==> config.mk <==
export PLATFORM = sky130hd
export DESIGN_NAME = spi_read_arbiter
export DESIGN_NICKNAME = d
export VERILOG_FILES = /design/src/rtl/spi_read_arbiter.sv
export SDC_FILE = /design/constraint.sdc
export NUM_CORES = 1
export LEC_CHECK = 0
export ABC_CLOCK_PERIOD_IN_PS = 1900
export CAP_MARGIN = 20
export CORE_AREA = 8 8 103 105
export CTS_BUF_LIST = sky130_fd_sc_hd__clkbuf_4
export CTS_CLUSTER_DIAMETER = 60
export DETAILED_ROUTE_END_ITERATION = 8
export DIE_AREA = 0 0 111 113
export GPL_TIMING_DRIVEN = 0
export SLEW_MARGIN = 20
export SYNTH_ARGS = -nofsm -noshare
export SYNTH_HDL_FRONTEND = slang
export SYNTH_SLANG_ARGS = --single-unit
==> constraint.sdc <==
create_clock -name clk -period 1.9 [get_ports clk]
set_input_delay 0.19 -clock clk [delete_from_list [all_inputs] [get_ports clk]]
set_output_delay 0.19 -clock clk [all_outputs]
set_load 0.02 [all_outputs]
==> src/rtl/spi_read_arbiter.sv <==
// Round-robin arbiter that shares one SPI flash byte-read engine between
// NUM_REQ fetch channels, with a watchdog that aborts stalled reads.
module spi_read_arbiter #(
  parameter int NUM_REQ        = 4,
  parameter int ADDR_W         = 24,
  parameter int TIMEOUT_CYCLES = 1024
) (
  input  logic                      clk,
  input  logic                      reset,
  input  logic [NUM_REQ-1:0]        req,
  input  logic [NUM_REQ*ADDR_W-1:0] req_addr,
  output logic [NUM_REQ-1:0]        rsp_valid,
  output logic [7:0]                rsp_data,
  output logic                      rsp_error,
  output logic                      busy,
  output logic                      spi_start_read,
  output logic [ADDR_W-1:0]         spi_addr,
  input  logic                      spi_data_ready,
  input  logic [7:0]                spi_data
);

  localparam int ID_W  = (NUM_REQ > 1) ? $clog2(NUM_REQ) : 1;
  localparam int TMR_W = (TIMEOUT_CYCLES > 1) ? $clog2(TIMEOUT_CYCLES) : 1;
  localparam logic [TMR_W-1:0] TMR_LAST    = TMR_W'(TIMEOUT_CYCLES - 1);
  localparam logic [ID_W-1:0]  LAST_ID_RST = ID_W'(NUM_REQ - 1);

  typedef enum logic [1:0] {
    IDLE  = 2'd0,
    ISSUE = 2'd1,
    WAIT  = 2'd2,
    RESP  = 2'd3
  } state_t;

  state_t            state_q, state_d;
  logic [ID_W-1:0]   last_grant_q, last_grant_d;
  logic [TMR_W-1:0]  timer_q, timer_d;
  logic [ID_W-1:0]   id_q, id_d;
  logic [ADDR_W-1:0] addr_q, addr_d;
  logic [7:0]        data_q, data_d;
  logic              err_q, err_d;

  logic              grant_found;
  logic [ID_W-1:0]   grant_id;
  int unsigned       idx;

  // Round-robin pick: first requesting bit after last_grant, wrapping around.
  always_comb begin
    grant_found = 1'b0;
    grant_id    = '0;
    idx         = 0;
    for (int unsigned off = 1; off <= NUM_REQ; off++) begin
      idx = (32'(last_grant_q) + off) % NUM_REQ;
      if (!grant_found && req[idx]) begin
        grant_found = 1'b1;
        grant_id    = ID_W'(idx);
      end
    end
  end

  // Next-state logic for the transaction sequencer and its latched fields.
  always_comb begin
    state_d      = state_q;
    last_grant_d = last_grant_q;
    timer_d      = timer_q;
    id_d         = id_q;
    addr_d       = addr_q;
    data_d       = data_q;
    err_d        = err_q;
    case (state_q)
      IDLE: begin
        if (grant_found) begin
          id_d    = grant_id;
          addr_d  = req_addr[grant_id*ADDR_W +: ADDR_W];
          state_d = ISSUE;
        end
      end
      ISSUE: begin
        timer_d = '0;
        state_d = WAIT;
      end
      WAIT: begin
        // A byte arriving on the final watchdog cycle still wins.
        if (spi_data_ready) begin
          data_d  = spi_data;
          err_d   = 1'b0;
          state_d = RESP;
        end else if (timer_q == TMR_LAST) begin
          data_d  = '0;
          err_d   = 1'b1;
          state_d = RESP;
        end else begin
          timer_d = timer_q + 1'b1;
        end
      end
      RESP: begin
        last_grant_d = id_q;
        state_d      = IDLE;
      end
      default: state_d = IDLE;
    endcase
  end

  // State and latched-transaction registers with synchronous reset.
  always_ff @(posedge clk) begin
    if (reset) begin
      state_q      <= IDLE;
      last_grant_q <= LAST_ID_RST;
      timer_q      <= '0;
      id_q         <= '0;
      addr_q       <= '0;
      data_q       <= '0;
      err_q        <= 1'b0;
    end else begin
      state_q      <= state_d;
      last_grant_q <= last_grant_d;
      timer_q      <= timer_d;
      id_q         <= id_d;
      addr_q       <= addr_d;
      data_q       <= data_d;
      err_q        <= err_d;
    end
  end

  // Outputs decoded from state; response fields are zero outside RESP.
  always_comb begin
    rsp_valid      = '0;
    rsp_data       = '0;
    rsp_error      = 1'b0;
    busy           = (state_q != IDLE);
    spi_start_read = (state_q == ISSUE);
    spi_addr       = addr_q;
    if (state_q == RESP) begin
      rsp_valid[id_q] = 1'b1;
      rsp_data        = data_q;
      rsp_error       = err_q;
    end
  end

endmodule

==> results.md <==
- Status: finished, final reports clean
- Number of pins exceeding their max-slew limit in the final report: 0
- # DRC: 0
- GR met2 Demand/Resource: 24.44%
- Die span in y: ~110 um
- Source of the worst register-to-register timing path: timer_q[3]
- Sequential area share after synthesis: 37.28%
- Net Sw Frac: between 30% and 40%
- Layout cells sized above 1: between 10% and 20%
- Die ar.: 12540 sq um
- Internal power: 2.514 mW
- P_sw: 1.637 mW
- Core ar.: 8977 sq um
- Relative slew slack: 63.70%
- Synth area leader: sky130_fd_sc_hd__dfxtp_1
- Flops & latches, synth: about 50
- Count of hold buffers inserted by post-cts repair: 0
- Reg-to-reg slack, setup: 0.1 ns
- Finished Core Util: just under 50%
- Global routing's busiest layer: met2
- Main combinational cell family by area after synthesis: multiplexers
- Final count of hold timing violations: 0
- Worst Setup SP: state_q[1]
- Post-route worst hold slack: between 0.4 and 0.5 ns
- Global-route wire length before repair: 15900 um
- Unrepaired setup endpoints after global routing: yes
- Clock tree skew after final layout: around 0.014 ns
- Half-perimeter wire length after placement: 8008 um
- Clock Path Buffers: 2
- Worst Setup End Kind: primary output
- Commonest non-fill, non-tap cells in the layout: sky130_fd_sc_hd__clkdlybuf4s50_1, sky130_fd_sc_hd__mux2i_1, sky130_fd_sc_hd__dfxtp_1, sky130_fd_sc_hd__nand2_1, sky130_fd_sc_hd__o221ai_1
- FMAX: 555.2 MHz
- Vias/cell: ~5.0
- Number of nets with antenna violations after routing: 0
- Sum of routed wire length over all layers: 9962 um
- Time the final worst path needs with I/O delays and setup: 1.801 ns
- Period utilization: 94.79%
- Worst reg2reg path depth: 5
- Width of the chip: approximately 110 um
- Vias in the first global route: around 2800
- Net count after synthesis: 398
- Portion of total power attributed to sequential cells: 34.6%
- Actual slew at the worst max-slew pin: 0.5426 ns
- Port Buffers: 149
- Number of synthesized flops with an enable pin: 0
- Via count: 2752
- Hold worst-path end: data_q[2]
- Number of different library cells in the post-synthesis netlist: 40
- Top-level port count: 150
- TritonCTS buffer count: 5
- Number of levels the H-tree was split into: 2
- Gate power share: 54.0%
- ANT cells: 0
- Pwr per Cell Area: 941.8 nW/um^2
- DR WL/cell: 18.15 um
- Crit path arrival time: about 1.6 ns
- GRT met1 Usage: about a fifth
- Crit Path Category: reg2out
- Total of endpoints with negative setup slack in the final report: 0
- Most instantiated flip-flop cell in the synthesis netlist: sky130_fd_sc_hd__dfxtp_1
- Overall power after layout: 4.151 mW
- Commonest non-fill, non-tap cell in the layout: sky130_fd_sc_hd__clkdlybuf4s50_1
- Grt met3 use: 5.503%
- Final net count: ~560
- Gp weighted congestion: 0.7728
- Crit Path Max Fanout: 4
- Number of cell rows: 35
- Leakage power: 1.799 nW
- Biggest area contributors in the synthesized netlist: sky130_fd_sc_hd__dfxtp_1, sky130_fd_sc_hd__mux2i_1, sky130_fd_sc_hd__o221ai_1, sky130_fd_sc_hd__nand2_1, sky130_fd_sc_hd__a22o_1
- Xor and xnor area share after synthesis: 1.664%
- Clock-pin slew reported for the worst setup and hold paths after clock tree synthesis: 0.14 ns
- Mean area per synthesized cell: about 9.4 sq um
- Startpoint kind of the worst setup timing path: flop
- Cell count of the worst hold path: 2
- Adder-Cell Fraction of Synth Area: 2.853%
- Min-delay worst type: in2reg
- GRT overflow: 0
- CTS sink count: 49
- Data required time at the worst endpoint: 1.71 ns
- Simple-gate share of the synthesized area: 16.55%
- Part of the power in the clock network: 11.4%
- Number of warnings issued by yosys: 0
- Fraction of the mapped netlist area in compound gates: 16.45%
- VDD IR max: 0.0003621 V
- Cell count after synthesis: approximately 280
- Cell chosen for the clock root: sky130_fd_sc_hd__clkbuf_4
- Tot GR Track Use: ~15%
- Clock latency of the later-clocked register in the worst-skew pair: 0.36 ns
- Synth top area share: 37.28%
- MaxCap Viol Count: 0
- Initial antenna violation count: 0
- Mux contribution to synthesized area: 19.78%
- Clock tree from TritonCTS: done
- Endpoint of the worst register-to-register path: timer_q[6]
- First-iteration detailed-routing DRC count: between 70 and 80
- Worst min-delay path startpoint: spi_data[2]
- Area added between synthesis and finish: 67.52%
- Number of filler instances in the final layout: 874
- Largest net degree at the start of global routing: 14
- Async set or reset register ratio after synthesis: 0%
- Synthesized cell area: roughly 2600 sq um
- Initial standard-cell utilization of the core: 29.31%
- Number of detailed-routing iterations run before antenna repair: 4
- Total Negative Setup Slacks: 0 ns
-- state kept, by name, indices dropped and copies added (netlist names) --
name and flops:
last_grant_q 2, spi_addr 24, state_q 2, timer_q 10
err_q 1, data_q 8, id_q 2
-- synthesized netlist by cell type, types with 3 or more instances --
cell type / count
sky130_fd_sc_hd__a211oi_1: 4
sky130_fd_sc_hd__o221ai_1: 24
sky130_fd_sc_hd__clkbuf_1: 5
sky130_fd_sc_hd__nor3_1: 6
sky130_fd_sc_hd__buf_4: 4
sky130_fd_sc_hd__nand3_1: 4
sky130_fd_sc_hd__nand2_1: 38
sky130_fd_sc_hd__inv_1: 6
sky130_fd_sc_hd__ha_1: 6
sky130_fd_sc_hd__xnor2_1: 5
sky130_fd_sc_hd__buf_2: 5
sky130_fd_sc_hd__nor2_1: 15
sky130_fd_sc_hd__a22o_1: 9
sky130_fd_sc_hd__o21ai_0: 3
sky130_fd_sc_hd__and2_1: 10
sky130_fd_sc_hd__mux2i_1: 52
sky130_fd_sc_hd__a21oi_1: 6
sky130_fd_sc_hd__dfxtp_1: 49
-- worst max path at each step --
| stage | end | slack [ns] | cells past startpoint |
|---|---|---|---|
| after floorplan | timer_q[9] | 0.18 | 8 |
| after global placement | spi_addr[22] | -0.52 | 6 |
| after detailed placement | spi_addr[16] | -0.54 | 6 |
| after CTS | data_q[7] | 0.01 | 6 |
| after global routing | timer_q[5] | -0.05 | 5 |
| final | spi_start_read | 0.1 | 3 |
-- per-stage QoR --
step / instances / instance area [sq um] / setup slack [ns]
final: 549 / 4408 / 0.09891
after global routing: 549 / 4408 / -0.04978
after CTS: 547 / 4353 / 0.01184
after detailed placement: 541 / 4262 / -0.5387
after global placement: 541 / 4262 / -0.5182
after floorplan: 281 / 2631 / 0.1821
-- critical path, cell delays in order (launching register included) --
cell and delay [ns]:
sky130_fd_sc_hd__dfxtp_2 0.37, sky130_fd_sc_hd__inv_1 0.09, sky130_fd_sc_hd__ha_1 0.17, sky130_fd_sc_hd__clkdlybuf4s50_1 0.63
-- area by class of cell --
class	count	area, sq um	share of cell area [%]
Timing Repair Buffer	151	1505	34.15
Clock buffer	6	45.04	1.022
Sequential cell	49	983.4	22.31
Tap cell	111	138.9	3.151
Buffer	16	116.4	2.640
Inverter	6	22.52	0.5109
Multi-Input combinational cell	209	1593	36.13
Clock inverter	1	3.754	0.08515
-- kinds of logic (layout without fill, tap and decap cells) --
group,count (synthesis),count (layout)
xor+xnor,5,5
simple gates,91,91
mux,52,52
flops,49,49
fa+ha+maj,6,6
compound gates,54,55
buf+inv,24,180
-- power groups by stage --
stage               clock, mW  combinational, mW  sequential, mW
finish                  0.473               2.24            1.44
global route            0.541               2.40            1.47
floorplan                   0              0.951            1.67
detailed placement          0               2.16            1.46
CTS                     0.497               2.18            1.43
global placement            0               2.14            1.44
-- layer usage --
| layer | routed length (um) | part of all wire [%] |
|---|---|---|
| met1 | 4843 | 49 |
| met2 | 4317 | 43 |
| met3 | 760 | 7.6 |
| met4 | 42 | 0.42 |
| met5 | 0 | 0 |
-- timing repair --
action	4_1_cts	5_1_grt
pin swaps	0	2
setup endpoints to repair	51	47
resized for setup	42	17
cloned	0	1
buffers inserted	0	2
Note: power is estimated with default switching activity, not from simulation.
==> RTL change (same settings) <==
`TIMEOUT_CYCLES`: 1024 -> 2048.
--- a/src/rtl/spi_read_arbiter.sv
+++ b/src/rtl/spi_read_arbiter.sv
@@ -4,5 +4,5 @@
   parameter int NUM_REQ        = 4,
   parameter int ADDR_W         = 24,
-  parameter int TIMEOUT_CYCLES = 1024
+  parameter int TIMEOUT_CYCLES = 2048
 ) (
   input  logic                      clk,
Formal check against the unedited RTL: no difference found for any inputs over 10 cycles, from zero or initial values and one cycle with reset high; that may be too few to reach the edited logic, so the function may still have changed.
==> RTL change against the unedited design <==
Sequential cell count rose by 1; core utilization rose by 2.3 points; register-to-register slack improved by 50 ps; final cell count rose by 1.1%; largest cell class is now multi-input combinational cells; setup slack improved by 45 ps; synthesized area rose by 9.0%; power rose by 9.9%; design area rose by 4.7%; clock power rose by 38%; largest power group unchanged; routed wire length rose by 5.5%; synthesized cell count rose by 1.4%.
==> RTL change: results (changes against the unedited design) <==
{
  "grt_max_degree": {"value": 18, "change": "+4"},
  "layout_worst_path_cycle_share": {"value": 0.9242, "change": "-0.02376"},
  "grt.total_usage": {"value": 0.1598, "change": "+0.006771"},
  "cellLeakagePower": {"value": 0.001736, "unit": "µW", "change": "-3.5%"},
  "worst_reg2reg_setup_slack": {"value": 150, "unit": "ps", "change": "+50 ps"},
  "first_global_vias": {"value": 2747, "change": "-3.1%"},
  "first_pass_grt_wire_length": {"value": 16150, "unit": "µm", "change": "+1.6%"},
  "cellInternalPower": {"value": 2741, "unit": "µW", "change": "+9.0%"},
  "hold_path_startpoint": {"value": "spi_data[5]"},
  "detailed_place_hpwl": {"value": 8457, "unit": "µm", "change": "+5.6%"},
  "drtIter0Drc": {"value": 138, "change": "+75%"},
  "crit_end": {"value": "spi_start_read"},
  "max-slew-margin-rel": {"value": 0.5699, "change": "-0.06711"},
  "slowest_delay": {"value": 600, "unit": "ps", "change": "-30 ps"},
  "powerClk": {"value": 655, "unit": "µW", "change": "+38%"},
  "drt-vias-per-instance": {"value": 4.910, "change": "-2.1%"},
  "post_route_cells_drive_above_1_share": {"value": 0.1757, "change": "+0.06380"},
  "whs_endpoint": {"value": "data_q[5]$_SDFFE_PP0P_"},
  "clk_latency": {"value": 380, "unit": "ps", "change": "+20 ps"},
  "run_status": {"value": "completed"},
  "synth.distinct_cells": {"value": 44, "change": "+10%"},
  "wl_per_cell": {"value": 18.93, "unit": "µm", "change": "+4.3%"},
  "timing.clock.skew": {"value": 27.71, "unit": "ps", "change": "+13.35 ps"},
  "irDropWorstVdd": {"value": 0.4153, "unit": "mV", "change": "+15%"},
  "totalWireLength": {"value": 10510, "unit": "µm", "change": "+5.5%"},
  "synthTopCellsByCount": {"value": "mux2i_1 (52), dfxtp_1 (50), nand2_1 (30), o221ai_2 (20), nor2_1 (15)"},
  "syn-num-nets": {"value": 402, "change": "+1.0%"},
  "path_clk_slew": {"value": 160, "unit": "ps", "change": "+20 ps"},
  "synth_area_leaders": {"value": "dfxtp_1 (35%), mux2i_1 (18%), o221ai_2 (10%)"},
  "rr_endpoint": {"value": "state_q[0]$_SDFFE_PP0P_"},
  "sequential_share_of_the_synthesized_area": {"value": 0.3490, "change": "-0.02376"},
  "timing.rr.start": {"value": "timer_q[0]$_SDFFE_PP0P_"},
  "nets": {"value": 560, "change": "+0.90%"},
  "syn-instance-count": {"value": 285, "change": "+1.4%"},
  "worstPathArrival": {"value": 1570, "unit": "ps", "change": "-40 ps"},
  "num-fill-cells": {"value": 851, "change": "-2.6%"},
  "comb_power": {"value": 2440, "unit": "µW", "change": "+8.9%"},
  "cell_total_after_placement": {"value": 545, "change": "+0.74%"},
  "ff_to_ff_path_depth": {"value": 7, "change": "+2"}
}
[RTL change: area by class of cell]
| class | instances | area [µm²] | area share |
|---|---|---|---|
| clock buffers | 5 | 37.54 | 0.008130 |
| inverters | 11 | 41.29 | 0.008943 |
| well taps | 111 | 138.9 | 0.03008 |
| repair buffers | 151 | 1464 | 0.3171 |
| multi-input cells | 206 | 1734 | 0.3756 |
| clock inverters | 3 | 47.55 | 0.01030 |
| plain buffers | 18 | 146.4 | 0.03171 |
| flip-flops and latches | 50 | 1007 | 0.2182 |
[RTL change: metal layers]
layer / global-route usage / vias up / share of wire
met5: 0 / - / 0
met4: 0.02703 / 0 / 0.0076
met3: 0.04074 / 10 / 0.069
met2: 0.2663 / 101 / 0.45
met1: 0.2050 / 1253 / 0.47
li1: - / 1361 / -
[RTL change: kinds of logic (layout without fill, tap and decap cells)]
logic type                 after synthesis  count (layout)  share of synthesized area
adders and majority gates                6               6                    0.02618
buffers and inverters                   29             188                    0.06413
xor gates and xnor gates                 8               8                    0.02443
and+or+nand+nor                         80              80                     0.1435
muxes                                   52              52                     0.1815
AOI/OAI and AO/OA                       60              60                     0.2112
DFF                                     50              50                     0.3490
[RTL change: per-stage QoR]
stage / TNS, ps / instance area [µm²] / hold slack [ps] / util
after floorplan: 0 / 2868 / 290.6 / -
after global placement: -5303 / 4498 / 444.0 / 0.5010
after detailed placement: -6006 / 4498 / 452.4 / 0.5010
after CTS: 0 / 4611 / 381.4 / 0.5136
after global routing: 0 / 4617 / 390.1 / 0.5143
final: 0 / 4617 / 399.4 / 0.5143
[RTL change: repair_timing]
item | CTS | global route
pin swaps | 2 | 2
gates resized for setup | 34 | 18
setup endpoints to repair | 24 | 43
setup buffers | 0 | 2
hold buffers | 0 | 0
hold endpoints to repair | 0 | 0
